[src/rtl/bus_bridge_remote_uart_requester.sv]
// Remote end of the UART bus bridge: serialises one bus request as four bytes and collects the two-byte reply.
// Optional reply timeout is enabled with the BRIDGE_RESP_TIMEOUT_EN macro (RESP_TIMEOUT_CYCLES sets its length).
module bus_bridge_remote_uart_requester #(
  parameter int unsigned RESP_TIMEOUT_CYCLES = 1_000_000
) (
  input  logic        clk,
  input  logic        rst_n,
  input  logic        req_valid,
  output logic        req_ready,
  input  logic [15:0] req_addr,
  input  logic [7:0]  req_wdata,
  input  logic        req_is_write,
  output logic        resp_valid,
  input  logic        resp_ready,
  output logic [7:0]  resp_rdata,
  output logic        resp_is_write,
  output logic        resp_err,
  output logic        busy,
  output logic [7:0]  uart_data_in,
  output logic        uart_wr_en,
  input  logic        uart_tx_busy,
  input  logic        uart_ready,
  output logic        uart_ready_clr,
  input  logic [7:0]  uart_data_out
);

  typedef enum logic [3:0] {
    IDLE, SEND_AL, WAIT_AL, SEND_AH, WAIT_AH, SEND_WD, WAIT_WD,
    SEND_FL, WAIT_FL, RX_RD, RX_FL, RESP
  } state_t;

  state_t      state, state_d;
  logic [15:0] addr_q;
  logic [7:0]  wdata_q;
  logic        is_write_q;
  logic        tx_busy_q;
  logic        rx_ready_q;
  logic        tx_done;
  logic        rx_pulse;
  logic        tmo_hit;

  logic        tx_fire;
  logic [7:0]  tx_byte;
  logic        rx_rd_take;
  logic        rx_fl_take;
  logic        tmo_fire;
  logic        resp_take;

  logic        unused_cfg;
  assign unused_cfg = (RESP_TIMEOUT_CYCLES > 0);

  assign req_ready = (state == IDLE);
  assign busy      = (state != IDLE);
  assign tx_done   = tx_busy_q && !uart_tx_busy;
  assign rx_pulse  = uart_ready && !rx_ready_q;

`ifdef BRIDGE_RESP_TIMEOUT_EN
  localparam int unsigned TMO_W = (RESP_TIMEOUT_CYCLES > 2) ? $clog2(RESP_TIMEOUT_CYCLES) : 1;
  localparam logic [TMO_W-1:0] TMO_LAST = TMO_W'(RESP_TIMEOUT_CYCLES - 1);

  logic [TMO_W-1:0] tmo_cnt;

  // Counts idle cycles between reply bytes; held at zero outside the receive states.
  always_ff @(posedge clk or negedge rst_n) begin
    if (!rst_n) begin
      tmo_cnt <= '0;
    end else if (((state != RX_RD) && (state != RX_FL)) || rx_pulse) begin
      tmo_cnt <= '0;
    end else if (!tmo_hit) begin
      tmo_cnt <= tmo_cnt + 1'b1;
    end
  end

  assign tmo_hit = (tmo_cnt == TMO_LAST);
`else
  assign tmo_hit = 1'b0;
`endif

  always_ff @(posedge clk or negedge rst_n) begin
    if (!rst_n) begin
      state <= IDLE;
    end else begin
      state <= state_d;
    end
  end

  always_comb begin
    state_d    = state;
    tx_fire    = 1'b0;
    tx_byte    = 8'h00;
    rx_rd_take = 1'b0;
    rx_fl_take = 1'b0;
    tmo_fire   = 1'b0;
    resp_take  = 1'b0;
    case (state)
      IDLE: begin
        if (req_valid) state_d = SEND_AL;
      end
      SEND_AL: begin
        if (!uart_tx_busy) begin
          tx_fire = 1'b1;
          tx_byte = addr_q[7:0];
          state_d = WAIT_AL;
        end
      end
      WAIT_AL: if (tx_done) state_d = SEND_AH;
      SEND_AH: begin
        if (!uart_tx_busy) begin
          tx_fire = 1'b1;
          tx_byte = addr_q[15:8];
          state_d = WAIT_AH;
        end
      end
      WAIT_AH: if (tx_done) state_d = SEND_WD;
      SEND_WD: begin
        if (!uart_tx_busy) begin
          tx_fire = 1'b1;
          tx_byte = wdata_q;
          state_d = WAIT_WD;
        end
      end
      WAIT_WD: if (tx_done) state_d = SEND_FL;
      SEND_FL: begin
        if (!uart_tx_busy) begin
          tx_fire = 1'b1;
          tx_byte = {7'b0, is_write_q};
          state_d = WAIT_FL;
        end
      end
      WAIT_FL: if (tx_done) state_d = RX_RD;
      RX_RD: begin
        if (rx_pulse) begin
          rx_rd_take = 1'b1;
          state_d    = RX_FL;
        end else if (tmo_hit) begin
          tmo_fire = 1'b1;
          state_d  = RESP;
        end
      end
      RX_FL: begin
        if (rx_pulse) begin
          rx_fl_take = 1'b1;
          state_d    = RESP;
        end else if (tmo_hit) begin
          tmo_fire = 1'b1;
          state_d  = RESP;
        end
      end
      RESP: begin
        if (resp_valid && resp_ready) begin
          resp_take = 1'b1;
          state_d   = IDLE;
        end
      end
      default: state_d = IDLE;
    endcase
  end

  always_ff @(posedge clk or negedge rst_n) begin
    if (!rst_n) begin
      addr_q     <= '0;
      wdata_q    <= '0;
      is_write_q <= 1'b0;
    end else if (req_valid && req_ready) begin
      addr_q     <= req_addr;
      wdata_q    <= req_wdata;
      is_write_q <= req_is_write;
    end
  end

  always_ff @(posedge clk or negedge rst_n) begin
    if (!rst_n) begin
      tx_busy_q  <= 1'b0;
      rx_ready_q <= 1'b0;
    end else begin
      tx_busy_q  <= uart_tx_busy;
      rx_ready_q <= uart_ready;
    end
  end

  // Every received byte is acknowledged; bytes outside the receive states are simply not latched.
  always_ff @(posedge clk or negedge rst_n) begin
    if (!rst_n) begin
      uart_wr_en     <= 1'b0;
      uart_data_in   <= '0;
      uart_ready_clr <= 1'b0;
    end else begin
      uart_wr_en     <= tx_fire;
      uart_ready_clr <= rx_pulse;
      if (tx_fire) uart_data_in <= tx_byte;
    end
  end

  always_ff @(posedge clk or negedge rst_n) begin
    if (!rst_n) begin
      resp_valid    <= 1'b0;
      resp_rdata    <= '0;
      resp_is_write <= 1'b0;
      resp_err      <= 1'b0;
    end else begin
      if (rx_rd_take) resp_rdata <= uart_data_out;
      if (rx_fl_take) begin
        resp_is_write <= uart_data_out[0];
        resp_err      <= (uart_data_out[0] != is_write_q);
        resp_valid    <= 1'b1;
      end
      if (tmo_fire) begin
        resp_rdata    <= 8'h00;
        resp_is_write <= is_write_q;
        resp_err      <= 1'b1;
        resp_valid    <= 1'b1;
      end
      if (resp_take) resp_valid <= 1'b0;
    end
  end

endmodule

[config.mk]
export PLATFORM = sky130hd
export DESIGN_NAME = bus_bridge_remote_uart_requester
export DESIGN_NICKNAME = d
export VERILOG_FILES = /design/src/rtl/bus_bridge_remote_uart_requester.sv
export SDC_FILE = /design/constraint.sdc
export NUM_CORES = 1
export LEC_CHECK = 0
export ABC_AREA = 0
export CAP_MARGIN = 20
export CORE_AREA = 2 2 58 88
export DETAILED_ROUTE_END_ITERATION = 16
export DIE_AREA = 0 0 60 90
export PLACE_DENSITY = 0.95
export SYNTH_ARGS = -nofsm -noshare
export SYNTH_HDL_FRONTEND = slang
export SYNTH_SLANG_ARGS = --single-unit
[constraint.sdc]
create_clock -name clk -period 2.7 [get_ports clk]
set_input_delay 0.54 -clock clk [delete_from_list [all_inputs] [get_ports clk]]
set_output_delay 0.54 -clock clk [all_outputs]
set_load 0.01 [all_outputs]
Word level (Yosys, flattened, before mapping)
Index checks and enable logic that the tools add are counted.

word-level totals
  flip-flop bits (word level) = 52
  bits of input ports = 39
  output and inout bits = 23
  logic and storage cells = 75

operators by class
  equality and inequality tests = 24
  multiplexer cells = 27
  reduce and logical (&&, ||, !) cells = 11

operators by type and width
  operator                                                          count
  4-bit two-way mux                                                 12
  4-bit one-hot mux with 12 select lines                            1
  8-bit one-hot mux with 4 select lines                             1
  8-bit two-way mux                                                 3
  2-bit inequality test (second input constant)                     12
  4-bit by 3-bit == test with 1-bit output (second input constant)  4
  4-bit == test (second input constant)                             4
  12-bit AND reduction                                              1
  1-bit two-way mux                                                 10
  4-bit by 2-bit == test with 1-bit output (second input constant)  2
  4-bit by 1-bit == test with 1-bit output (second input constant)  1
  1-bit logical AND                                                 4
  4-bit logical NOT                                                 1
  4-bit nonzero test                                                1
  4-bit OR reduction                                                1
  1-bit logical NOT                                                 2
  2-bit nonzero test                                                1
  1-bit inequality test                                             1

Depth between registers and ports, before layout
  word-level depth = 6
  gate-level depth with buffers = 6
  gate-level depth less buffers = 5

Least setup slack after synthesis
Ideal clock, no wire load.

  path type = register -> register
  from = register state[1]
  to = register addr_q[0]
  setup time = 0.125 ns
  arrival time = 1.441 ns
  required time = 2.575 ns
  path slack = 1.134 ns
  stages on the path, launching flop included = 5
  buffers on the path = 1
  clock period less this slack = 1.566 ns
  path through = dfrtp_1 > nor4_4 > nand2_2 > buf_6 > mux2_4

between the ends
  longest elaborated chain between the ends = 2

ends and longest elaborated chain
  item                    RTL line  text
  start, declared         32        state_t state, state_d;
  start signal, assigned  83        state <= state_d;
  4-bit logical NOT       52        assign req_ready = (state == IDLE);
  net req_ready           9         output logic req_ready,
  1-bit logical AND       164       end else if (req_valid && req_ready) begin
  end signal, assigned    165       addr_q <= req_addr;
  end, declared           33        logic [15:0] addr_q;

The timed path passes the listed nets, and every way through them passes these cells.
A chain may end at the register's enable or synchronous reset.

Worst setup path in the final report
  from = register state[0]
  to = output req_ready

between the ends
  longest elaborated chain between the ends = 1

ends and longest elaborated chain
  item               RTL line
  4-bit logical NOT  52
  end, declared      9

No other way between the ends.

==> results.md <==
- The average wire length per cell after detail routing is 14.9 µm.
- After layout, the worst path uses between 80% and 90% of the clock period.
- In this run the power density over the cells is 929 nW/µm².
- The share of Yosys cell area claimed by the top area cell type is 55.4%.
- In this run the number of H-tree levels came out at 2.
- The die covers 5400 µm².
- The placeable core area is 4690 µm².
- The startpoint identified for the worst register-to-register timing path is state[1]$_DFFE_PN0P_.
- The clock drives 52 sinks.
- Synthesis produced a netlist with a net count of 213.
- The cell depth of the worst setup path is 2.
- Synthesis produced 174 cells.
- Of the post-synthesis cell area, the part taken by muxes is 23.8%.
- sky130_fd_sc_hd__dfrtp_1 takes more of the synthesized area than any other cell.
- The global router's overall resource usage is between 15 and 20%.
- The peak ir drop on the vdd network is 0.523 mV.
- The total cell area at the placement stage is roughly 3000 µm².
- For this design the top-level I/O count stands at 62.
- In this run the cell area of the synthesized design comes to around 2300 µm².
- In this run, synthesis produced a sequential element count of 52.
- The depth of the most critical reg-to-reg path is 5.
- The tightest hold path in the finished design has a slack of about 340 ps.
- Along the worst path, the maximum fanout reaches 13.
- The first detailed-routing pass ran for 4 iterations.
- The first routing iteration left about 60 violations.
- The met2 track demand over resource in global routing is 31.0%.
- The flow ran to the end, and the final reports show no timing, DRC or antenna violations.
- The routed layout has 1,580 vias.
- Dividing the synthesized area by the synthesized cell count gives 13.5 µm².
- The final-report max-slew violation count is 0.
- The synthesized netlist devotes 0% of its cell area to adder and majority cells.
- The remaining design rule violation count is 0.
- The fraction of the yosys area taken by sequential cells is 55.4%.
- The number of hold-repair buffers added at the cts stage is 0.
- In this run, CTS created clock tree buffers numbering 5.
- met2 is the most crowded layer.
- The later pin in the worst-skew pair is clocked with a latency of 310 ps.
- The library cell used most frequently in the layout, excluding fill and tap cells, is sky130_fd_sc_hd__clkdlybuf4s50_1.
- The most critical setup path has its startpoint at state[0]$_DFFE_PN0P_.
- CTS placed an instance of sky130_fd_sc_hd__clkbuf_8 at the clock tree root.
- The height of the die is roughly 90 µm.
- The count of distinct cell types in the synthesized netlist is 32.
- The starting density of the core is 50.0%.
- In the layout the commonest cells are 60 x sky130_fd_sc_hd__clkdlybuf4s50_1, 52 x sky130_fd_sc_hd__dfrtp_1, 23 x sky130_fd_sc_hd__mux2_2.
- The hold violation total from the final report is 0.
- The largest delay contributor family on the critical path is buffers and inverters.
- The number of max-capacitance violations reported is 0.
- The buffers inserted during post-CTS setup optimization is 0.
- In this run the horizontal extent of the chip is 60 µm.
- Summing the areas of all compound-gate instances in the mapped netlist gives just over 9% of the synthesized area.
- The final layout contains routed wiring with a total length of 4.56 mm.
- The total global routing overflow is 0.
- Between clock sinks in the finished design, the worst skew comes to 10.7 ps.
- TritonCTS built the clock tree.
- STA puts the critical path data required time at 2160 ps.
- The half-perimeter wire length after placement is about 3.4 mm.
- Setup repair after global routing left no endpoint under its margin.
- The floorplan row count is 31.
- After clock tree synthesis, the repair step resized 0 gates.
- The finished cells cover 3100 µm².
- The critical path class is reg -> out.
- Setup total negative slack on the finished layout was measured at 0 ps.
- The clock transition time at the flip-flop clock pins of the worst setup and hold paths is 100 ps.
- After Yosys synthesis, XOR and XNOR cells account for 0.373% of the synthesized area.
- Once detail routing completed, the nets flagged for antenna violations numbered 0.
- The number of vias per cell after detailed routing is 5.16.
- The first global-routing pass estimated about 7.6 mm of wire.
- The leakage power of the design is 0.00140 µW.
- The classification of the worst-slack hold path is in -> async.
- After synthesis, the largest family of logic cells by area is multiplexers.
- The clock passes through at most 2 buffers.
- Entering global routing, the biggest net connects 42 pins.
- The worst setup path is captured at an output port.
- The count of buffers from port buffering is 61.
- The count of antenna diodes in the layout is 0.
- Overall power consumption after layout is estimated at 2880 µW.
- Setup violations remaining at the end of the flow were counted as 0.
- For met3 alone, demand over resource in global routing was 3.60%.
- The most critical setup path has its endpoint at req_ready.
- The final RePlAce weighted congestion is 0.858.
- The number of instances in the placed design is around 300.
- The number of global-route vias before repair is ~1,600.
- After the flow finishes, the layout carries non-filler instances totaling roughly 310.
- In this run the tightest slew margin relative to its limit is 41.4%.
- The transition at the pin with the smallest max-transition slack is just under 900 ps.
- Compared with the post-synthesis result, the final layout area differs by 32.0%.
- After layout, the minimum clock period comes to 2350 ps.
- The met1 usage is 23.5%.
- The basic-gate share of the synthesized area counting and, or, nand and nor cells is roughly 8.0%.
- The standard cell with the maximum stage delay on the critical path is sky130_fd_sc_hd__clkdlybuf4s50_1.
- For this run, the post-layout net count is 278.
- Ranked by total cell area, the synthesized netlist is headed by sky130_fd_sc_hd__dfrtp_1 55%, sky130_fd_sc_hd__mux2_4 13%, sky130_fd_sc_hd__mux2_2 11%.
- The startpoint kind of the worst setup timing path is a register.
- The critical register-to-register path endpoint is uart_data_in[6]$_DFFE_PN0P_.
- Data arrives at the worst endpoint at 1810 ps.
- The fmax is 426 MHz.
- The initial antenna violation count was 0.
- In the final layout, the share of cells above drive strength 1 is 27.1%.
- The critical path goes through nor4_4, clkdlybuf4s50_1.
- Yosys printed 0 warnings.
- The reg-to-reg setup timing slack is approximately 940 ps.
- The critical path buffer and inverter count is 1.
- The critical path's largest stage delay is 590 ps.
==> sequential cells by signal, summed over array words and instances, names as in the netlist <==
signal,cells
addr_q,16
resp_rdata,8
uart_data_in,8
wdata_q,8
state,4
is_write_q,1
resp_err,1
resp_is_write,1
resp_valid,1
rx_ready_q,1
tx_busy_q,1
uart_ready_clr,1
uart_wr_en,1
==> area by class of cell <==
class / instances / area, µm²
Fill cell: 347 / 1590
Clock inverter: 3 / 26.3
Tap cell: 66 / 82.6
Inverter: 4 / 15.0
Sequential cell: 52 / 1300
Clock buffer: 5 / 68.8
Timing Repair Buffer: 65 / 636
Multi-Input combinational cell: 111 / 970
==> stage by stage <==
step,util (%),setup WS [ps]
final,66.0,352
after global routing,66.0,257
after CTS,66.0,335
after detailed placement,64.0,687
after global placement,64.0,702
after floorplan,-,1130
==> per-layer routing <==
metal  part of all wire, %  vias up
li1                      -      750
met1                    40      775
met2                    55       51
met3                   3.8        4
met4                  0.97        0
met5                     0        -
==> report_power, final <==
group          switching (µW)  internal, µW  total (µW)
logic                     437           686        1120
clock network             273           191         464
registers                 222          1070        1290
total                     931          1950        2880
==> logic make-up (layout without fill, tap and decap cells) <==
family / Yosys count / after routing
xor+xnor: 1 / 1
simple gates: 33 / 33
compound gates: 34 / 34
buf+inv: 11 / 77
flops: 52 / 52
mux: 43 / 43
==> worst min path at each step <==
stage                               startpoint                        end  slack (ps)  cells past startpoint
after CTS                                rst_n        tx_busy_q$_DFF_PN0_         370                      1
after global routing                     rst_n  resp_rdata[2]$_DFFE_PN0P_         410                      1
after detailed placement  resp_err$_DFFE_PN0P_       resp_err$_DFFE_PN0P_         470                      2
after global placement    resp_err$_DFFE_PN0P_       resp_err$_DFFE_PN0P_         460                      2
final                                    rst_n     resp_valid$_DFFE_PN0P_         340                      1
after floorplan                          rst_n      addr_q[0]$_DFFE_PN0P_         240                      0
==> synthesized netlist by cell type <==
| master | count |
|---|---|
| sky130_fd_sc_hd__a211o_1 | 1 |
| sky130_fd_sc_hd__a211oi_2 | 1 |
| sky130_fd_sc_hd__a21o_1 | 1 |
| sky130_fd_sc_hd__a21oi_1 | 10 |
| sky130_fd_sc_hd__a22oi_1 | 8 |
| sky130_fd_sc_hd__a31oi_1 | 1 |
| sky130_fd_sc_hd__and2b_1 | 1 |
| sky130_fd_sc_hd__buf_2 | 2 |
| sky130_fd_sc_hd__buf_4 | 1 |
| sky130_fd_sc_hd__buf_6 | 4 |
| sky130_fd_sc_hd__dfrtp_1 | 52 |
| sky130_fd_sc_hd__inv_1 | 3 |
| sky130_fd_sc_hd__inv_2 | 1 |
| sky130_fd_sc_hd__mux2_2 | 23 |
| sky130_fd_sc_hd__mux2_4 | 20 |
| sky130_fd_sc_hd__nand2_1 | 5 |
| sky130_fd_sc_hd__nand2_2 | 2 |
| sky130_fd_sc_hd__nand2b_1 | 5 |
| sky130_fd_sc_hd__nand3_2 | 1 |
| sky130_fd_sc_hd__nand4_1 | 1 |
| sky130_fd_sc_hd__nor2_1 | 11 |
| sky130_fd_sc_hd__nor2_2 | 2 |
| sky130_fd_sc_hd__nor3_1 | 1 |
| sky130_fd_sc_hd__nor3b_1 | 1 |
| sky130_fd_sc_hd__nor4_4 | 1 |
| sky130_fd_sc_hd__nor4b_1 | 1 |
| sky130_fd_sc_hd__o21a_1 | 1 |
| sky130_fd_sc_hd__o21ai_0 | 5 |
| sky130_fd_sc_hd__o21ai_1 | 4 |
| sky130_fd_sc_hd__o31ai_1 | 2 |
| sky130_fd_sc_hd__or2_2 | 1 |
| sky130_fd_sc_hd__xnor2_1 | 1 |
(Power assumes the default switching activity.)
